`src/rtl/alu_pkg.sv`:
```
// Shared definitions for ALU initiators: control codes, ALUOp/funct encodings
// and the driver FSM states.
package alu_pkg;

    localparam logic [2:0] ALU_ADD = 3'b000;
    localparam logic [2:0] ALU_SUB = 3'b001;
    localparam logic [2:0] ALU_XOR = 3'b010;

    localparam logic [1:0] OP_LDST  = 2'b00;
    localparam logic [1:0] OP_BR    = 2'b01;
    localparam logic [1:0] OP_RTYPE = 2'b10;
    localparam logic [1:0] OP_ILL   = 2'b11;

    localparam logic [5:0] F_ADD = 6'b100000;
    localparam logic [5:0] F_SUB = 6'b100010;
    localparam logic [5:0] F_XOR = 6'b100110;

    typedef enum logic [1:0] {
        ST_IDLE = 2'b00,
        ST_EXEC = 2'b01,
        ST_CAPT = 2'b10,
        ST_RESP = 2'b11
    } state_t;

endpackage

```
`src/rtl/alu_ctrl_decode.sv`:
```
// Combinational ALUOp/funct to ALUControl decoder with an illegal-op flag.
module alu_ctrl_decode
    import alu_pkg::*;
(
    input  logic [1:0] aluop,
    input  logic [5:0] funct,
    output logic [2:0] code,
    output logic       illegal
);

    // Decode request fields; unsupported encodings raise illegal
    always_comb begin
        code    = ALU_ADD;
        illegal = 1'b0;
        case (aluop)
            OP_LDST: code = ALU_ADD;
            OP_BR:   code = ALU_SUB;
            OP_RTYPE: begin
                case (funct)
                    F_ADD:   code = ALU_ADD;
                    F_SUB:   code = ALU_SUB;
                    F_XOR:   code = ALU_XOR;
                    default: illegal = 1'b1;
                endcase
            end
            default: illegal = 1'b1;
        endcase
    end

endmodule

```
`src/rtl/alu_driver.sv`:
```
// Initiator-side sequencer for the registered ALU: accepts a request, drives the
// ALU, waits out its register stage and holds the captured response.
module alu_driver
    import alu_pkg::*;
#(
    parameter int WIDTH = 32,
    parameter int TAG_W = 4
) (
    input  logic             clk,
    input  logic             reset,
    input  logic             req_valid,
    output logic             req_ready,
    input  logic [WIDTH-1:0] req_a,
    input  logic [WIDTH-1:0] req_b,
    input  logic [1:0]       req_aluop,
    input  logic [5:0]       req_funct,
    input  logic [TAG_W-1:0] req_tag,
    output logic [WIDTH-1:0] alu_a,
    output logic [WIDTH-1:0] alu_b,
    output logic [2:0]       alu_ctrl,
    input  logic [WIDTH-1:0] alu_r,
    input  logic             alu_zero,
    output logic             resp_valid,
    input  logic             resp_ready,
    output logic [WIDTH-1:0] resp_data,
    output logic             resp_zero,
    output logic             resp_err,
    output logic [TAG_W-1:0] resp_tag,
    output logic             busy
);

    logic [2:0] dec_code_s;
    logic       dec_illegal_s;
    state_t     state_r;

    alu_ctrl_decode u_decode (
        .aluop   (req_aluop),
        .funct   (req_funct),
        .code    (dec_code_s),
        .illegal (dec_illegal_s)
    );

    // Sequencer FSM with all outputs registered; req_ready/busy mirror IDLE
    always_ff @(posedge clk) begin
        if (reset) begin
            state_r    <= ST_IDLE;
            alu_a      <= '0;
            alu_b      <= '0;
            alu_ctrl   <= 3'b000;
            resp_valid <= 1'b0;
            resp_data  <= '0;
            resp_zero  <= 1'b0;
            resp_err   <= 1'b0;
            resp_tag   <= '0;
            req_ready  <= 1'b1;
            busy       <= 1'b0;
        end else begin
            case (state_r)
                ST_IDLE: begin
                    if (req_valid) begin
                        resp_tag  <= req_tag;
                        req_ready <= 1'b0;
                        busy      <= 1'b1;
                        if (dec_illegal_s) begin
                            // Illegal ops bypass the ALU and answer immediately
                            resp_err   <= 1'b1;
                            resp_data  <= '0;
                            resp_zero  <= 1'b0;
                            resp_valid <= 1'b1;
                            state_r    <= ST_RESP;
                        end else begin
                            alu_a    <= req_a;
                            alu_b    <= req_b;
                            alu_ctrl <= dec_code_s;
                            state_r  <= ST_EXEC;
                        end
                    end
                end
                ST_EXEC: state_r <= ST_CAPT;
                ST_CAPT: begin
                    resp_data  <= alu_r;
                    resp_zero  <= alu_zero;
                    resp_err   <= 1'b0;
                    resp_valid <= 1'b1;
                    state_r    <= ST_RESP;
                end
                ST_RESP: begin
                    if (resp_ready) begin
                        resp_valid <= 1'b0;
                        req_ready  <= 1'b1;
                        busy       <= 1'b0;
                        state_r    <= ST_IDLE;
                    end
                end
                default: begin
                    resp_valid <= 1'b0;
                    req_ready  <= 1'b1;
                    busy       <= 1'b0;
                    state_r    <= ST_IDLE;
                end
            endcase
        end
    end

endmodule

```
`config.mk`:
```
export PLATFORM = sky130hd
export DESIGN_NAME = alu_driver
export DESIGN_NICKNAME = d
export VERILOG_FILES = /design/src/rtl/alu_pkg.sv /design/src/rtl/alu_ctrl_decode.sv /design/src/rtl/alu_driver.sv
export SDC_FILE = /design/constraint.sdc
export NUM_CORES = 1
export LEC_CHECK = 0
export ABC_AREA = 0
export CORE_ASPECT_RATIO = 1.25
export CORE_UTILIZATION = 44
export CTS_CLUSTER_DIAMETER = 150
export DETAILED_ROUTE_END_ITERATION = 6
export PLACE_DENSITY = 0.86
export SLEW_MARGIN = 20
export SYNTH_ARGS = -nofsm -noshare
export SYNTH_HDL_FRONTEND = slang
export SYNTH_SLANG_ARGS = --single-unit
```
`constraint.sdc`:
```
create_clock -name clk -period 3.6 [get_ports clk]
set_input_delay 0.72 -clock clk [delete_from_list [all_inputs] [get_ports clk]]
set_output_delay 0.72 -clock clk [all_outputs]
set_load 0.01 [all_outputs]
```
# ---- Yosys cells after proc, flatten, opt, wreduce, memory -nomap -nowiden
# Cells that the tools add are included.
dict set report classes {
  n_eq_ne 11
  n_bitwise 1
  n_mux 24
  n_reduce_logical 13
}
# op count
set op_table {}
lappend op_table {{2-to-1 mux 32 bit} 2}
lappend op_table {{one-hot mux 32 bit (2 select lines)} 1}
lappend op_table {{== test 6 bit (second input constant)} 3}
lappend op_table {{one-hot mux 1 bit (2 select lines)} 5}
lappend op_table {{2-to-1 mux 1 bit} 9}
lappend op_table {{AND reduction 3 bit} 3}
lappend op_table {{one-hot mux 2 bit (4 select lines)} 1}
lappend op_table {{== test 2 bit (second input constant)} 3}
lappend op_table {{2-to-1 mux 2 bit} 3}
lappend op_table {{inequality test 2 bit (second input constant)} 3}
lappend op_table {{one-hot mux 3 bit (2 select lines)} 1}
lappend op_table {{== test 2 x 1 -> 1 bit (second input constant)} 2}
lappend op_table {{zero test 2 bit} 2}
lappend op_table {{one-hot mux 2 bit (2 select lines)} 1}
lappend op_table {{AND reduction 2 bit} 2}
lappend op_table {{AND reduction 4 bit} 1}
lappend op_table {{nonzero test 2 bit} 2}
lappend op_table {{one-hot mux 1 bit (3 select lines)} 1}
lappend op_table {{nonzero test 3 bit} 1}
lappend op_table {{OR reduction 3 bit} 1}
lappend op_table {{OR reduction 2 bit} 1}
lappend op_table {{inverter 1 bit} 1}
dict set report word_totals {
  reg_bits 110
  wordCells 60
  out_inout_bits 108
  in_bits 113
}

# ---- Logic depth before layout (Yosys ltp)
dict set report logic_depth {
  ltp_word 7
  mapped_depth 9
  depth_no_buf 6
}

# ---- Hierarchy
# Synthesis repeated with hierarchy kept, for this count alone.
dict set report hier_totals {
  cells_unflattened 522
  hier_area_um2 4252.8
}
# module area_each_um2 n_inst seq_area_each_um2 cells_each
set by_module_without_submodules {}
lappend by_module_without_submodules {alu_driver 4129.0 1 2202.1 504}
lappend by_module_without_submodules {alu_ctrl_decode 123.9 1 0.0 18}

# ---- Worst setup path before layout
# Ideal clock, no wire load.
dict set report synth_path {
  kind {input to register}
  startpoint {input req_aluop[0]}
  endpoint {register alu_ctrl[1]}
  slack_ns 1.450
  setup_time_ns 0.070
  required_time_ns 3.530
  arrival_ns 2.079
  path_buffers 1
  path_stages 7
  path_cell_list {inv_1 ha_1 nor2b_1 a31oi_1 buf_2 or4_1 a21oi_1}
}
dict set report synth_via {
  elab_chain_cells 5
  elab_cells_between_ends 8
  classes_between {2 x eq/ne; 2 x mux; 1 x bitwise; 3 x reduce/logical}
}
# element line_no
set synth_rtl {}
lappend synth_rtl {{start, declared} alu_driver.sv:15} ;# input logic [1:0] req_aluop,
lappend synth_rtl {{== test 2 x 1 -> 1 bit or zero test 2 bit (tied branches)} alu_ctrl_decode.sv:15} ;# case (aluop)
lappend synth_rtl {{OR reduction 2 bit (no source line)} -}
lappend synth_rtl {{one-hot mux 1 bit (2 select lines)} alu_ctrl_decode.sv:15}
lappend synth_rtl {{inverter 1 bit (no source line)} -}
lappend synth_rtl {{AND reduction 3 bit (no source line)} -}
lappend synth_rtl {{end signal, assigned} alu_driver.sv:74} ;# alu_ctrl <= dec_code_s;
lappend synth_rtl {{end, declared} alu_driver.sv:20} ;# output logic [2:0] alu_ctrl,
# Parallel ways exist; a longest one is shown, timed or not.
# A chain may end at the register's enable or synchronous reset.

# ---- Worst setup path after layout
dict set report layout_path {
  startpoint {input req_aluop[0]}
  endpoint {register alu_a[15]}
}
dict set report layout_via {
  elab_chain_cells 5
  elab_cells_between_ends 7
  classes_between {2 x eq/ne; 1 x mux; 1 x bitwise; 3 x reduce/logical}
}
# element line_no
set layout_rtl {}
lappend layout_rtl {{== test 2 x 1 -> 1 bit or zero test 2 bit (tied branches)} alu_ctrl_decode.sv:15}
lappend layout_rtl {{OR reduction 2 bit (no source line)} -}
lappend layout_rtl {{one-hot mux 1 bit (2 select lines) (*)} alu_ctrl_decode.sv:15}
lappend layout_rtl {{inverter 1 bit (no source line) (*)} -}
lappend layout_rtl {{AND reduction 3 bit (no source line) (*)} -}
lappend layout_rtl {{end signal, assigned} alu_driver.sv:72} ;# alu_a <= req_a;
lappend layout_rtl {{end, declared} alu_driver.sv:18} ;# output logic [WIDTH-1:0] alu_a,
# Mark *: on every way between the ends. The rest lies on a longest branch, timed or not.

==> summary.txt <==
Status
  • Status: completed

GRT
  • Initial antenna violation count: 0
  • Vias in the first global route: 4763
  • Pin count of the biggest net entering global routing: 87
  • GRT Util Overall: 26.0%
  • First-pass GRT wire length: 22.7 mm
  • Gr ovfl total: 0

STA
  • Slew Viols, Final: 0
  • Tcrit/Tclk final: 75.1%
  • Fmax: 0.370 GHz
  • Tmin final: 2.71 ns
  • Setup TNS: 0 ns
  • Final setup violation count: 0
  • Relative slew slack: 39.9%
  • Layout Skew: 0.00631 ns
  • Final hold vios: 0
  • RSZ-0062 raised after global routing: no
  • Worst-Margin Slew: 0.902 ns
  • Fin Hold WS: 0.463 ns

CTS
  • Post-CTS setup buffer count: 0
  • Clock Sinks: 109
  • Clock tree root buffer cell: clkbuf_16
  • Max Root-Sink Buffers: 2
  • Worst-skew pair later-pin latency: 0.33 ns
  • Post-cts resize count: 0
  • H-tree depth: 3
  • CTS clk-pin slew, worst paths: 0.07 ns
  • CTS tree: yes
  • Hold-fix buffers, CTS: 0
  • TritonCTS Buffers: 9

Logic synthesis
  • Post-Synth Simple-Gate Area: 11.1%
  • Post-synth EDFFs: 0
  • Synth Area in Compound Gates: 32.3%
  • Register area share after synthesis: 47.0%
  • Post-Syn Area: 0.00465 mm^2
  • Largest family of logic cells by synthesized area: compound AO/OA/AOI/OAI gates
  • Synth Area in Adders: 1.88%
  • Yosys reg bits: 109
  • Post-synthesis mux area share: 0.215%
  • Distinct cells, synth: 41
  • Syn_nets: 662
  • Post-Synthesis Cells: 542
  • Syn Area/Cell: 8.57 um^2
  • Synth Warn #: 0
  • Synth async-reset ratio: 0%
  • Prevailing post-synth register cell: dfxtp_1
  • XOR/XNOR share of the synthesized area: 0%

Floorplanning
  • Io pins: 221
  • Die area: 0.0110 mm^2
  • Initial Util: 45.5%
  • Row count: 41
  • CORE AREA: 0.0102 mm^2
  • Die width: 93.9 um
  • Die Ht: 117 um

Worst setup path
  • Critical Path RT: 3.85 ns
  • Crit-path leading delay family: compound AO/OA/AOI/OAI gates
  • Worst Path Class, Setup: primary input to register
  • CP Buf/Inv Count: 3
  • Slowest-stage cell, CP: a31oi_4
  • Arrival time worst endpoint: 2.96 ns
  • CP Capture Type: register
  • Critical path cell sequence: clkdlybuf4s50_1 -> inv_1 -> ha_1 -> nor2b_1 -> a31oi_4 -> buf_12 -> o21ai_0 -> a21oi_1
  • CP startpoint kind: primary input
  • Maximum fanout along the worst path: 43
  • FF-to-FF setup slack: 1.47 ns
  • Max incr delay on CP: 0.62 ns

Job
  • Max cap viols: 0

Final layout
  • Commonest non-fill, non-tap cell in the layout: clkdlybuf4s50_1
  • Area Growth Syn to Fin: 53.8%
  • FILL cells: 805
  • Layout cells sized above 1: 5.23%
  • Non-Filler Instances: 855
  • Commonest non-fill, non-tap cells in the layout: clkdlybuf4s50_1, dfxtp_1, a21oi_1
  • Final net count: 841
  • Ant. Diodes: 0

Routing
  • Drt wl/cell: 16.9 um
  • Pre-antenna DRT Iters: 4
  • Vias/cell: 5.77
  • Post-DRT Antenna Nets: 0
  • DRC: 0
  • Via count: 4931
  • WL final: 14.4 mm
  • DR iter-0 viols: 248

Placement
  • Post-Place Cells: 838
  • GPL Wtd Cong: 0.766
  • Post-DP HPWL: 9.99 mm
  • PortBufs: 219

Pwr
  • Worst vdd ir: 0.318 mV
  • Total power per unit cell area: 549 mW/mm^2
  • Leakage power: 2.37 nW

Worst hold path
  • Min-delay worst type: register to register
## path summary, 6_finish.rpt
check / depth (start not counted) / startpoint / end
min: 2 / resp_tag[2] / resp_tag[2]
min reg2reg: 2 / resp_tag[2] / resp_tag[2]
max reg2reg: 8 / state_r[0] / resp_data[16]
max: 8 / req_aluop[0] / alu_a[15]
## kinds of logic after synthesis
family / Yosys count
simple gates: 100
compound gates: 253
mux: 1
other cells: 1
flops: 109
buf+inv: 71
fa+ha+maj: 7
## worst min-delay path: stages, from the launching register on
cell and delay [ns]:
dfxtp_1 0.31, nand2_1 0.05, a21oi_1 0.05
## sequential cells by signal (all words and copies together) (netlist names)
name / count
alu_a: 32
alu_b: 32
alu_ctrl: 2
busy: 1
req_ready: 1
resp_data: 32
resp_err: 1
resp_tag: 4
resp_valid: 1
resp_zero: 1
state_r: 2
## metrics by stage
step	cell area (um^2)	util [%]	power, W	worst slack, ns
final	7150	70.0	0.00392	0.895
after CTS	7140	69.9	0.00394	0.603
after floorplan	4650	-	0.00231	1.45
after detailed placement	6820	66.8	0.00293	0.261
after global placement	6820	66.8	0.00288	0.296
after global routing	7150	70.0	0.00415	0.728
## power breakdown
group | total, W | internal (W) | switching (W)
Clock | 0.00101 | 0.000593 | 0.000420
Combinational | 0.00145 | 0.000617 | 0.000831
Sequential | 0.00146 | 0.00137 | 0.0000902
Total | 0.00392 | 0.00258 | 0.00134
## final cells by class
| cell class | count | area [um^2] | share of cell area [%] |
|---|---|---|---|
| inverters | 8 | 30.0 | 0.420 |
| multi-input cells | 362 | 2140 | 30.0 |
| well taps | 129 | 161 | 2.26 |
| flip-flops and latches | 109 | 2180 | 30.5 |
| repair buffers | 231 | 2320 | 32.5 |
| clock inverters | 4 | 45.0 | 0.630 |
| clock buffers | 12 | 267 | 3.73 |
## cells in the mapped netlist, types with 2 or more instances
cell / number / share of area, %
buf_2: 7 / 0.75
a211oi_1: 2 / 0.32
nor2b_1: 2 / 0.27
dfxtp_1: 109 / 47
buf_6: 8 / 1.9
ha_1: 7 / 1.9
inv_1: 8 / 0.65
buf_4: 2 / 0.32
nand3_1: 65 / 7.0
nand2b_1: 4 / 0.54
a21oi_1: 106 / 11
nor2_1: 5 / 0.40
a31oi_1: 2 / 0.27
o21ai_1: 3 / 0.32
clkbuf_1: 43 / 3.5
nand2_1: 13 / 1.1
buf_1: 3 / 0.24
o21ai_0: 65 / 7.0
o211ai_1: 66 / 11
## layer usage
| layer | wire length (um) | GRT usage, % | vias up |
|---|---|---|---|
| li1 | - | - | 2338 |
| met1 | 5620 | 30.0 | 2347 |
| met2 | 7210 | 44.6 | 208 |
| met3 | 1170 | 7.17 | 38 |
| met4 | 431 | 12.0 | 0 |
| met5 | 0 | 0 | - |
Power figures use the tool's default switching activity.
